`src/rtl/pll_rst_seq.sv`:
```
// PLL reset sequencer: pulses the PLL reset, waits for a synchronized lock,
// requires a stable lock window before releasing the system reset, and
// restarts the PLL on lock loss or lock timeout. Supports PLL standby.
module pll_rst_seq #(
   parameter int unsigned RST_HOLD      = 16,
   parameter int unsigned LOCK_TIMEOUT  = 50000,
   parameter int unsigned STABLE_CYCLES = 1024
) (
   input  logic       refclk,
   input  logic       reset,
   input  logic       extlock,
   input  logic       stdby_req,
   output logic       pll_reset,
   output logic       pll_stdby,
   output logic       sys_rst,
   output logic       locked,
   output logic [7:0] lock_loss_cnt,
   output logic       timeout_err
);

   // One shared counter, wide enough for the largest terminal count.
   localparam int unsigned CNT_MAX_A = (RST_HOLD > LOCK_TIMEOUT) ? RST_HOLD : LOCK_TIMEOUT;
   localparam int unsigned CNT_MAX   = (CNT_MAX_A > STABLE_CYCLES) ? CNT_MAX_A : STABLE_CYCLES;
   localparam int unsigned CNT_W     = (CNT_MAX > 1) ? $clog2(CNT_MAX) : 1;

   localparam logic [CNT_W-1:0] CNT_ZERO  = '0;
   localparam logic [CNT_W-1:0] CNT_ONE   = CNT_W'(1);
   localparam logic [CNT_W-1:0] HOLD_LAST = CNT_W'(RST_HOLD - 1);
   localparam logic [CNT_W-1:0] TMO_LAST  = CNT_W'(LOCK_TIMEOUT - 1);
   localparam logic [CNT_W-1:0] STAB_LAST = CNT_W'(STABLE_CYCLES - 1);

   typedef enum logic [2:0] {
      StPrst,
      StWait,
      StStab,
      StRun,
      StStdby
   } state_t;

   state_t           r_state;
   state_t           w_state_nxt;
   logic [CNT_W-1:0] r_cnt;
   logic [CNT_W-1:0] w_cnt_nxt;
   logic             r_sync1;
   logic             r_sync2;
   logic             w_lock_s;
   logic             w_loss;
   logic             w_tmo;

   logic             r_pll_reset;
   logic             r_pll_stdby;
   logic             r_sys_rst;
   logic             r_locked;
   logic [7:0]       r_loss_cnt;
   logic             r_timeout_err;

   assign w_lock_s = r_sync2;

   // Two-flop synchronizer for the asynchronous PLL lock flag.
   always_ff @(posedge refclk) begin
      if (reset) begin
         r_sync1 <= 1'b0;
         r_sync2 <= 1'b0;
      end else begin
         r_sync1 <= extlock;
         r_sync2 <= r_sync1;
      end
   end

   // Next-state, counter and event decode.
   always_comb begin
      w_state_nxt = r_state;
      w_cnt_nxt   = r_cnt + CNT_ONE;
      w_loss      = 1'b0;
      w_tmo       = 1'b0;
      unique case (r_state)
         StPrst: begin
            if (r_cnt == HOLD_LAST) begin
               w_state_nxt = StWait;
               w_cnt_nxt   = CNT_ZERO;
            end
         end
         StWait: begin
            if (w_lock_s) begin
               w_state_nxt = StStab;
               w_cnt_nxt   = CNT_ZERO;
            end else if (r_cnt == TMO_LAST) begin
               w_state_nxt = StPrst;
               w_cnt_nxt   = CNT_ZERO;
               w_tmo       = 1'b1;
            end
         end
         StStab: begin
            if (!w_lock_s) begin
               w_state_nxt = StWait;
               w_cnt_nxt   = CNT_ZERO;
            end else if (r_cnt == STAB_LAST) begin
               w_state_nxt = StRun;
               w_cnt_nxt   = CNT_ZERO;
            end
         end
         StRun: begin
            w_cnt_nxt = CNT_ZERO;
            // Lock loss wins over a simultaneous standby request.
            if (!w_lock_s) begin
               w_state_nxt = StPrst;
               w_loss      = 1'b1;
            end else if (stdby_req) begin
               w_state_nxt = StStdby;
            end
         end
         StStdby: begin
            w_cnt_nxt = CNT_ZERO;
            if (!stdby_req) begin
               w_state_nxt = StPrst;
            end
         end
         default: begin
            w_state_nxt = StPrst;
            w_cnt_nxt   = CNT_ZERO;
         end
      endcase
   end

   // State and shared counter registers.
   always_ff @(posedge refclk) begin
      if (reset) begin
         r_state <= StPrst;
         r_cnt   <= CNT_ZERO;
      end else begin
         r_state <= w_state_nxt;
         r_cnt   <= w_cnt_nxt;
      end
   end

   // Registered outputs decoded from the next state so they track the state register.
   always_ff @(posedge refclk) begin
      if (reset) begin
         r_pll_reset   <= 1'b1;
         r_pll_stdby   <= 1'b0;
         r_sys_rst     <= 1'b1;
         r_locked      <= 1'b0;
         r_loss_cnt    <= 8'd0;
         r_timeout_err <= 1'b0;
      end else begin
         r_pll_reset <= (w_state_nxt == StPrst);
         r_pll_stdby <= (w_state_nxt == StStdby);
         r_sys_rst   <= (w_state_nxt != StRun);
         r_locked    <= (w_state_nxt == StRun);
         if (w_loss && (r_loss_cnt != 8'hFF)) begin
            r_loss_cnt <= r_loss_cnt + 8'd1;
         end
         if (w_tmo) begin
            r_timeout_err <= 1'b1;
         end
      end
   end

   assign pll_reset     = r_pll_reset;
   assign pll_stdby     = r_pll_stdby;
   assign sys_rst       = r_sys_rst;
   assign locked        = r_locked;
   assign lock_loss_cnt = r_loss_cnt;
   assign timeout_err   = r_timeout_err;

endmodule

```
`config.mk`:
```
export PLATFORM = sky130hd
export DESIGN_NAME = pll_rst_seq
export DESIGN_NICKNAME = d
export VERILOG_FILES = /design/src/rtl/pll_rst_seq.sv
export SDC_FILE = /design/constraint.sdc
export NUM_CORES = 1
export LEC_CHECK = 0
export CAP_MARGIN = 20
export CELL_PAD_IN_SITES_DETAIL_PLACEMENT = 1
export CELL_PAD_IN_SITES_GLOBAL_PLACEMENT = 1
export CORE_MARGIN = 1.5
export CORE_UTILIZATION = 40
export CTS_BUF_LIST = sky130_fd_sc_hd__clkbuf_8
export CTS_CLUSTER_DIAMETER = 120
export CTS_CLUSTER_SIZE = 40
export DETAILED_ROUTE_END_ITERATION = 16
export PLACE_DENSITY = 0.88
export SLEW_MARGIN = 10
export SYNTH_ARGS = -nofsm -noshare
export SYNTH_HDL_FRONTEND = slang
export SYNTH_SLANG_ARGS = --single-unit
```
`constraint.sdc`:
```
create_clock -name refclk -period 1.95 [get_ports refclk]
set_input_delay 0.2925 -clock refclk [delete_from_list [all_inputs] [get_ports refclk]]
set_output_delay 0.2925 -clock refclk [all_outputs]
set_load 0.1 [all_outputs]
```
==> impl_metrics.toml, run 1 <==
[cts]
cts_buffer_depth = 2
cts_tree = "yes"
htreeDepth = 2
cts_made_buffers = 5
cts-root-buf = "clkbuf_8"
clk_latency_ns = 0.29
clk_pin_slew_worst_paths_ns = 0.08
cts_hold_buf = 0
clock-sinks = 34

[critical_path]
timing.rr.end = "r_cnt[6]$_SDFF_PP0_"
rr_startpoint = "r_cnt[5]$_SDFF_PP0_"
path_class = "reg -> reg"
worstPathMaxFanout = 16
worstPathArrival_ns = 2.11
reg2reg_slack_ns = 0.02
crit_path_start_kind = "register"
cp_cell_sequence = "or3_4 > nor4_4 > a311oi_2 > o31ai_4 > buf_12 > nor2_1"
cp_slowest_cell = "or3_4"
reg2regPathDepth = 6
required_ns = 2.13
end_kind = "register"
worst_path_largest_cell_delay_ns = 0.40

[yosys]
syn-instance-count = 167
synth_cell_types = 38
synth_fp_nets = 173
post_synth.cell_area_avg_um2 = 9.25
synthArstFlopShare_pct = 0
ys.flop_type = "dfxtp_1"
synth_edf_count = 0
yosysSeqAreaShare_pct = 44.0
yosysWarnings = 0
synth_area_um2 = 1550
ys_ff_latch = 34

[global_routing]
grt.overflow.total = 0
grt_antenna_before_repair = 0
grt_max_degree = 17
grt_pass1_wl_um = 6370
grt_pass1_vias = 1367
grt_use_total_pct = 19.9

[placed_design]
place.port_buffers = 16
place_area_um2 = 1760
place_hpwl_um = 2760
gp_congestion = 0.759
dpl_worst_slack_ns = 0.0398

[routing]
totalWireLength_um = 4150
wl_per_cell_um = 17.4
antenna_left = 0
drt_iter0_markers = 111
drcViolationCount = 0
first_pass_iters = 4
avgViaCountPerCell = 5.72
dr_total_vias = 1367

[power]
p_sw_share_pct = 21.6
total_power_w = 0.00140
pwr-share-seq_pct = 50.5
p_switching_w = 0.000302
peakVddDrop_uv = 325
p_comb_share_pct = 3.6
powerDensity_nw_per_um2 = 739
p_leak_nw = 0.681
clock_power_share_pct = 45.9
internal_power_w = 0.00110

[final_layout]
final_common_cell = "dfxtp_1"
nFillCells = 431
drive_gt1_share_pct = 28.8
multi_input_area_um2 = 843
area_growth_pct = 22.8
antenna_cells = 0
num-nets-final = 196
regArea_um2 = 689
design_area_um2 = 1900
layout_common_cells = "dfxtp_1, nor2_1, buf_4"

[timing]
fin_hold_ws_ns = 0.477
grt_setup_unrepaired = "yes"
setup_ws_ns = 0.0223
worstMarginPinSlew_ns = 0.539
setup_viol = 0
slew_headroom_pct = 63.7
period_share_pct = 98.9
clock_skew_ns = 0.00928
fin_crit_ns = 1.93
tns_ns = 0
finalMaxSlewViolations = 0
fmax_ghz = 0.519
finalHoldViolations = 0

[worst_hold_path]
min_from = "r_sync1$_SDFF_PP0_"
hold_path.class = "reg -> reg"
min_to = "r_sync2$_SDFF_PP0_"
whs_path_depth = 1

[run_status]
status = "finished, final reports clean"

[floorplanning]
dieArea_um2 = 4250
core_area_um2 = 3690
ios = 17
die_h_um = 65.2
die_x_um = 65.2
fp-row-count = 22
initial_core_util_pct = 41.9

[job]
maxCapViolCount = 0
[layout make-up]
type	count	share of cell area [%]
inverters	5	0.989
repair buffers	21	9.36
well taps	48	3.16
clock buffers	5	3.63
clock inverters	3	2.11
multi-input cells	123	44.4
flip-flops and latches	34	36.3
[routing by layer]
metal  GRT usage, %  routed length (µm)
met1           22.6                1740
met4           7.03                 127
met3           5.82                 189
met2           35.4                2090
met5              0                   0
[cells in the mapped netlist (all sizes together) (3+ instances only)]
master  count  share of area, %
a311oi      4               2.3
a31oi       4               1.6
clkbuf      4              0.97
dfxtp      34                44
inv         5               1.2
nand2       7               1.7
nand3      11               3.6
nor2       36                10
nor3        5               1.9
nor4        7               4.2
or2         3               1.2
xnor2      11               6.2
xor2       10               5.7
[worst max-delay path: cells and delay by family, from the launching register on]
family	cells	cell delay [ns]
AND/OR/NAND/NOR	3	0.80
AO/OA/AOI/OAI	2	0.47
flip-flops	1	0.36
buffers and inverters	1	0.19
[worst max-delay path by stage]
stage,startpoint,slack (ns),endpoint,cells past startpoint
detailed placement,r_cnt[1]$_SDFF_PP0_,0.04,r_cnt[6]$_SDFF_PP0_,7
CTS,r_cnt[1]$_SDFF_PP0_,0.03,r_cnt[6]$_SDFF_PP0_,7
finish,r_cnt[5]$_SDFF_PP0_,0.02,r_cnt[6]$_SDFF_PP0_,6
global route,r_cnt[1]$_SDFF_PP0_,-0.04,r_cnt[7]$_SDFF_PP0_,7
floorplan,lock_loss_cnt[6]$_SDFFE_PP0P_,0.0003,lock_loss_cnt[5]$_SDFFE_PP0P_,5
global placement,r_cnt[1]$_SDFF_PP0_,0.14,r_cnt[2]$_SDFF_PP0_,7
[per-stage QoR]
step | std cells | utilization [%]
after floorplan | 167 | -
after global placement | 231 | 47.8
after detailed placement | 231 | 47.8
after CTS | 239 | 50.8
after global routing | 239 | 51.5
final | 239 | 51.5
[state kept, by name, indices dropped and copies added, names as in the netlist]
| register | cells |
|---|---|
| sys_rst | 1 |
| locked | 1 |
| pll_stdby | 1 |
| timeout_err | 1 |
| pll_reset | 1 |
| r_sync2 | 1 |
| r_cnt | 16 |
| r_state | 3 |
| lock_loss_cnt | 8 |
| r_sync1 | 1 |
[power groups by stage]
stage,sequential [W],combinational [W],clock [W]
2_1_floorplan,0.000723,0.0000278,0
3_3_place_gp,0.000722,0.0000467,0
3_5_place_dp,0.000724,0.0000500,0
4_1_cts,0.000708,0.0000504,0.000652
5_1_grt,0.000709,0.0000545,0.000682
6_report,0.000708,0.0000510,0.000644
[cell families after synthesis]
group,synth area share [%]
AND/OR/NAND/NOR,28.4
flip-flops,44.0
XOR/XNOR,11.9
AO/OA/AOI/OAI,10.4
buffers and inverters,2.91
adder cells (fa/ha/maj),1.62
multiplexers,0.648
[what timing repair did]
action / in CTS / in global routing
endpoints found under the hold margin: 0 / 0
setup buffers: 0 / 0
resized for setup: 0 / 5
setup endpoints to repair: 0 / 22
Note: power is estimated with default switching activity, not from simulation.
==> run 2, diff against run 1 <==
Settings changed: SETUP_SLACK_MARGIN set to 0.05.
==> run 2 against run 1 <==
  * Via count is 0.95% lower
  * Die area is the same
  * Power down 7.1%
  * Final area up 4.2%
  * Maximum frequency increased by 2.2%
  * First-iteration DRC count decreased by 20%
  * Clock power decreased by 17%
  * Non-clock buffer count rose by 3
  * Clock skew fell by 0.0029 ns
  * Core utilization rose by 2.1 points
  * Wire length up 11%
  * Highest routed layer unchanged
==> impl_metrics.toml, run 2 (synthesis gave the netlist of run 1 again) <==
[run_status]
status = "finished, final reports clean"

[timing]
setup_viol = 0
slew_headroom_pct = 65.8
grt_setup_unrepaired = "no"
setup_ws_ns = 0.0630
fmax_ghz = 0.530
finalHoldViolations = 0
period_share_pct = 96.8
finalMaxSlewViolations = 0
clock_skew_ns = 0.00638
worstMarginPinSlew_ns = 0.509
fin_crit_ns = 1.89

[critical_path]
worstPathArrival_ns = 2.07
timing.rr.end = "r_cnt[15]$_SDFF_PP0_"
rr_startpoint = "r_cnt[4]$_SDFF_PP0_"
crit_path_start_kind = "register"
reg2regPathDepth = 6
required_ns = 2.14
worstPathMaxFanout = 8
path_class = "reg -> reg"
end_kind = "register"
reg2reg_slack_ns = 0.06

[global_routing]
grt_antenna_before_repair = 0
grt_pass1_wl_um = 7080
grt_pass1_vias = 1480
grt_use_met3_pct = 6.16
use_met2_pct = 43.0
gr-max-usage-layer = "met2"
grt.overflow.total = 0
met1_usage_pct = 21.4
grt_max_degree = 17
grt_use_total_pct = 22.4

[cts]
cts-root-buf = "clkbuf_8"
clk_latency_ns = 0.29
clk_pin_slew_worst_paths_ns = 0.07
htreeDepth = 2
cts_tree = "yes"
clock-sinks = 34
cts_made_buffers = 5
cts_buffer_depth = 2

[floorplanning]
die_h_um = 65.2
initial_core_util_pct = 41.9
ios = 17
core_area_um2 = 3690
die_x_um = 65.2
fp-row-count = 22
dieArea_um2 = 4250

[worst_hold_path]
whs_path_depth = 1
hold_path.class = "reg -> reg"
min_from = "r_cnt[0]$_SDFF_PP0_"
min_to = "r_cnt[0]$_SDFF_PP0_"

[final_layout]
antenna_cells = 0
final_util_pct = 53.6
largest_register = "r_cnt"
regArea_um2 = 696
num-nets-final = 199
nFillCells = 426
area_growth_pct = 27.9
layout_common_cells = "nor2_1, dfxtp_1, buf_4"
drive_gt1_share_pct = 34.0
largest_register_ffs = 16
final_common_cell = "nor2_1"
multi_input_area_um2 = 893

[job]
maxCapViolCount = 0

[placed_design]
place.port_buffers = 16
dpl_worst_slack_ns = -0.0408
gp_congestion = 0.743
place_hpwl_um = 3030

[power]
p_leak_nw = 0.718
peakVddDrop_uv = 251
powerDensity_nw_per_um2 = 660
total_power_w = 0.00130

[routing]
drcViolationCount = 0
dr_total_vias = 1354
totalWireLength_um = 4610
drt_iter0_markers = 89
antenna_left = 0
avgViaCountPerCell = 5.60
wl_per_cell_um = 19.1
first_pass_iters = 4
[run 2: how the worst max path moves through the flow]
stage | start | to | slack, ns
after floorplan | r_cnt[1]$_SDFF_PP0_ | r_cnt[10]$_SDFF_PP0_ | 0.07
after global placement | r_cnt[1]$_SDFF_PP0_ | locked$_SDFF_PP0_ | 0.15
after detailed placement | r_cnt[1]$_SDFF_PP0_ | pll_reset$_SDFF_PP1_ | -0.04
after CTS | r_cnt[4]$_SDFF_PP0_ | r_cnt[4]$_SDFF_PP0_ | 0.05
after global routing | r_cnt[0]$_SDFF_PP0_ | r_cnt[14]$_SDFF_PP0_ | 0.02
final | r_cnt[4]$_SDFF_PP0_ | r_cnt[15]$_SDFF_PP0_ | 0.06
[run 2: critical path: stages, from the launching register on]
cell and delay (ns):
dfxtp_1 0.37, or3_4 0.42, nor4_4 0.18, a311oi_2 0.17, o31ai_4 0.37, clkbuf_16 0.23
nor2_2 0.04
[run 2: metrics by stage]
stage	area, µm²	hold WS (ns)	std cells	TNS, ns
global route	1980	0.464	242	0
detailed placement	1770	0.431	230	-0.0408
CTS	1880	0.440	239	0
finish	1980	0.448	242	0
floorplan	1570	0.364	167	0
global placement	1770	0.418	230	0
[run 2: report_power, final]
group          internal [W]  total [W]  switching [W]
Combinational     0.0000281  0.0000557      0.0000276
Sequential         0.000702   0.000712      0.0000101
Clock              0.000279   0.000536       0.000257
Total               0.00101    0.00130       0.000295
[run 2: layer usage]
metal	part of all wire (%)	vias up
met5	0	-
met4	3.5	0
met3	3.3	18
met2	54	31
met1	39	672
li1	-	633
[run 2: final cells by class]
class                   count  share of cell area, %
multi-input cells         123                   45.2
flip-flops and latches     34                   35.2
repair buffers             24                   11.0
clock buffers               6                   4.18
well taps                  48                   3.04
inverters                   5                  0.949
clock inverters             2                  0.443
[run 2: timing repair]
item | CTS | global route
cloned | 0 | 1
resized for setup | 2 | 11
endpoints found under the setup margin | 18 | 22
hold buffers | 0 | 0
pin swaps | 1 | 6
setup buffers | 1 | 2
